===== config.mk =====
export PLATFORM = sky130hd
export DESIGN_NAME = serial_add_ctrl
export DESIGN_NICKNAME = d
export VERILOG_FILES = /design/src/rtl/serial_add_ctrl.sv
export SDC_FILE = /design/constraint.sdc
export NUM_CORES = 1
export LEC_CHECK = 0
export ABC_AREA = 1
export BUFFER_PORTS_ARGS = -buffer_cell sky130_fd_sc_hd__buf_4
export CORE_MARGIN = 5
export CORE_UTILIZATION = 40
export DETAILED_ROUTE_END_ITERATION = 10
export PLACE_DENSITY = 0.64
export REMOVE_ABC_BUFFERS = 1
export SETUP_SLACK_MARGIN = 0.3
export SYNTH_ARGS = -nofsm -noshare
export SYNTH_HDL_FRONTEND = slang
export SYNTH_HIERARCHICAL = 1
export SYNTH_SLANG_ARGS = --single-unit

===== constraint.sdc =====
create_clock -name clk -period 2.1 [get_ports clk]
set_clock_uncertainty 0.1 [all_clocks]
set_input_delay 0.21 -clock clk [delete_from_list [all_inputs] [get_ports clk]]
set_output_delay 0.21 -clock clk [all_outputs]
set_load 0.03 [all_outputs]

===== src/rtl/serial_add_ctrl.sv =====
// Bit-serial adder sequencer: one shared fulladder cell computes a WIDTH-bit add LSB first, one bit per clock.
// Optional subtract mode is enabled by defining SERIAL_ADD_SUB_EN, which adds the `sub` input port.

module fulladder (
  input  logic a,
  input  logic b,
  input  logic cin,
  output logic S,
  output logic C
);

  assign S = a ^ b ^ cin;
  assign C = (a & b) | (cin & (a ^ b));

endmodule

module serial_add_ctrl #(
  parameter int WIDTH = 8
) (
  input  logic             clk,
  input  logic             rst,
  input  logic             start,
  input  logic [WIDTH-1:0] a,
  input  logic [WIDTH-1:0] b,
  input  logic             cin,
`ifdef SERIAL_ADD_SUB_EN
  input  logic             sub,
`endif
  output logic             busy,
  output logic             done,
  output logic [WIDTH-1:0] sum,
  output logic             cout
);

  localparam int CNT_W = $clog2(WIDTH);
  localparam logic [CNT_W-1:0] LAST_BIT = CNT_W'(WIDTH - 1);

  typedef enum logic [1:0] {
    IDLE = 2'd0,
    RUN  = 2'd1,
    DONE = 2'd2
  } state_t;

  state_t state, next_state;

  logic [WIDTH-1:0] a_sr;
  logic [WIDTH-1:0] b_sr;
  // Only the upper WIDTH-1 result bits need storage; the final MSB comes straight from S.
  logic [WIDTH-1:1] res_sr;
  logic             carry;
  logic [CNT_W-1:0] cnt;

  logic             fa_s;
  logic             fa_c;
  logic [WIDTH-1:0] res_next;
  logic [WIDTH-1:0] b_load;
  logic             c_load;
  logic             last_step;

`ifdef SERIAL_ADD_SUB_EN
  // Subtraction is a + ~b + 1, so the inverted operand and a forced carry-in are loaded.
  assign b_load = sub ? ~b : b;
  assign c_load = sub | cin;
`else
  assign b_load = b;
  assign c_load = cin;
`endif

  fulladder u_fa (
    .a   (a_sr[0]),
    .b   (b_sr[0]),
    .cin (carry),
    .S   (fa_s),
    .C   (fa_c)
  );

  assign res_next  = {fa_s, res_sr};
  assign last_step = (cnt == LAST_BIT);

  always_ff @(posedge clk) begin
    if (rst) begin
      state <= IDLE;
    end else begin
      state <= next_state;
    end
  end

  always_comb begin
    next_state = state;
    case (state)
      IDLE:    if (start) next_state = RUN;
      RUN:     if (last_step) next_state = DONE;
      DONE:    next_state = IDLE;
      default: next_state = IDLE;
    endcase
  end

  always_comb begin
    busy = 1'b0;
    done = 1'b0;
    case (state)
      RUN:     busy = 1'b1;
      DONE:    done = 1'b1;
      default: ;
    endcase
  end

  // sum/cout are only written on the final bit step, so partial results never appear on the outputs.
  always_ff @(posedge clk) begin
    if (rst) begin
      a_sr   <= '0;
      b_sr   <= '0;
      res_sr <= '0;
      carry  <= 1'b0;
      cnt    <= '0;
      sum    <= '0;
      cout   <= 1'b0;
    end else begin
      case (state)
        IDLE: begin
          if (start) begin
            a_sr  <= a;
            b_sr  <= b_load;
            carry <= c_load;
            cnt   <= '0;
          end
        end
        RUN: begin
          a_sr   <= {1'b0, a_sr[WIDTH-1:1]};
          b_sr   <= {1'b0, b_sr[WIDTH-1:1]};
          res_sr <= res_next[WIDTH-1:1];
          carry  <= fa_c;
          cnt    <= cnt + CNT_W'(1);
          if (last_step) begin
            sum  <= res_next;
            cout <= fa_c;
          end
        end
        default: ;
      endcase
    end
  end

endmodule


==> run metrics <==
outcome completed; standard-cell row count 24; Ant. Diodes 0; number of max-cap violations 0; headroom to the max-slew limit 79.55%; CTS tree done; Detailed Route WL 3.301 mm; proportion of layout cells with a drive suffix above 1 16.55%; number of antenna violations at the first check in global routing 0; setup repair after global routing missed its margin no; Critical Path End Type primary output; hold crit path type input pin to register; Fin. Hold Viols 0; max-slew violation total from the final report 0; I/O pins 31; placed instance area between 0.0015 and 0.002 mm²; count of distinct cell types in the synthesized netlist 19; post-synthesis simple-gate area fraction 38.86%; Resized cells post-CTS 0; cells after synthesis 265; largest family of logic cells by synthesized area simple AND/OR/NAND/NOR gates; clock-pin slew on the worst setup and hold paths 0.08 ns; part of the cycle the worst path needs approximately 77%; Buffers on Ports 30; overall die height 75.99 µm; minimum clock period after layout 1.619 ns; count of state elements after synthesis 38; global-route usage over all layers 12.08%; leakage power summed over all cells 1.100 nW; weighted congestion at the end of routability-driven global placement 0.7282; number of DRC markers after the initial detailed-route iteration between 70 and 80; clk buf depth 2; source-to-sink clock delay at the later pin of the worst-skew pair 0.30 ns; Setup violations, final 0; Congestion Overflow GR 0; post-synthesis compound-gate area fraction 4.167%; slew at the pin with the worst max-slew slack 0.3060 ns; post-synthesis sequential area ratio 43.68%; Synthesis Warnings 6; hold bufs inserted after CTS 0; DR pass1 iterations 5; Sink Count 38; global-route wire length before repair 5.692 mm; Critical Path RT 1.79 ns; drt drc 0; Critical Path AT 1.31 ns; Critical Path Source Type register; worst-path fanout max 12; core area 0.004294 mm²; number of buffers created by CTS 5; overall via count from detail_route 1501; Netlist Area Pre-Place 0.001742 mm²; post-synthesis average cell area 6.572 µm²; Die Wd 75.99 µm; buffers inserted by post-CTS timing repair 0; pin count of the biggest net entering global routing 27; utilization after layout 48.75%; Pwr Density a little under 800 mW/mm²; setup TNS 0 ns; count of antenna-violating nets left after detailed routing 0; ratio of routed vias to standard cells 4.313; Die Area 0.005774 mm²; Initial Util 40.56%; Fmax 617.7 MHz; adder-cell share of the synthesized area 2.586%; Layout area overhead 20.19%; mux cell area share after synthesis 0%; Post-Synth XOR/XNOR Area 0%; nets@finish 318; post-detailed-placement half-perimeter wirelength 2.219 mm; worst vdd rail ir drop 0.3839 mV; CTS HTree Levels 2; post-route design area 0.002093 mm²; Worst Setup Path Type register to primary output; WL/cell 9.486 µm; cell at the root of the clock tree clkbuf_8; vias in the first global route 1357
==> layout by cell type, fill, tap and decap left out, drive strengths merged <==
cell type / Yosys / final
a21oi: 4 / 4
inv: 27 / 27
clkinv: 0 / 2
dfxtp: 38 / 38
clkbuf: 2 / 5
nor2: 77 / 77
fa: 1 / 1
buf: 10 / 35
nand3: 6 / 6
ha: 2 / 2
nand2: 88 / 88
o21a: 1 / 1
o21ai: 9 / 9
bufinv: 0 / 1
==> path summary, 6_finish.rpt <==
check | from | end | slack [ns] | depth (start not counted)
max | state[0] | busy | 0.48 | 3
min | rst | a_sr[7] | 0.04 | 2
max reg2reg | state[0] | cout | 0.63 | 6
min reg2reg | res_sr[5] | sum[4] | 0.36 | 2
==> critical path, stage by stage, from the launching register on <==
cell and delay (ns):
dfxtp_1 0.43, inv_1 0.10, nor2_4 0.26, buf_4 0.23
==> routing by layer <==
| layer | share of wire, % | vias up | wire (µm) | GRT usage (%) |
|---|---|---|---|---|
| li1 | - | 841 | - | - |
| met1 | 46 | 622 | 1520 | 13.22 |
| met4 | 1.4 | 0 | 45 | 4.270 |
| met3 | 7.2 | 7 | 237 | 5.556 |
| met2 | 45 | 31 | 1497 | 20.38 |
| met5 | 0 | - | 0 | 0 |
==> logic make-up after synthesis <==
kind of cell    Yosys count
buf+inv                  39
simple gates            171
fa+ha+maj                 3
compound gates           14
flops                    38
==> layout make-up <==
type                       count  area [µm²]
fill                         485        2201
sequential                    38       760.7
tap                           52       65.06
inverter                      27       101.3
clock inverter                 3       40.04
multi-input combinational    188       794.5
timing repair buffer          35       262.8
clock buffer                   5       68.82
==> state kept, by name, summed over array words and instances (netlist names) <==
name and flops:
state 2, sum 8, b_sr 8, cnt 3, carry 1, a_sr 8, res_sr 7, cout 1
==> stage by stage <==
stage	total power [mW]	cells	hold slack [ns]	setup slack, ns
CTS	1.644	348	0.02170	0.4489
floorplan	0.9497	253	0.1791	0.2471
global route	1.711	348	0.02599	0.3710
global placement	1.024	340	0.3457	0.6494
finish	1.613	348	0.03717	0.4812
detailed placement	1.026	340	0.3487	0.6181
==> synthesized netlist by cell type (all sizes together) <==
library cell,count,share of area [%]
inv,27,5.8
nand3,6,1.7
ha,2,1.4
clkbuf,2,0.43
o21ai,9,2.6
dfxtp,38,44
nor2,77,17
buf,10,4.5
a21oi,4,1.1
fa,1,1.1
o21a,1,0.43
nand2,88,20
==> where the power goes <==
| part | internal [mW] | total (mW) | leakage (nW) | switching [mW] |
|---|---|---|---|---|
| Combinational | 0.0907 | 0.220 | 0.730 | 0.129 |
| Sequential | 0.766 | 0.787 | 0.312 | 0.0215 |
| Clock | 0.349 | 0.606 | 0.0579 | 0.257 |
| Total | 1.21 | 1.61 | 1.10 | 0.408 |
Note: power is estimated with default switching activity, not from simulation.
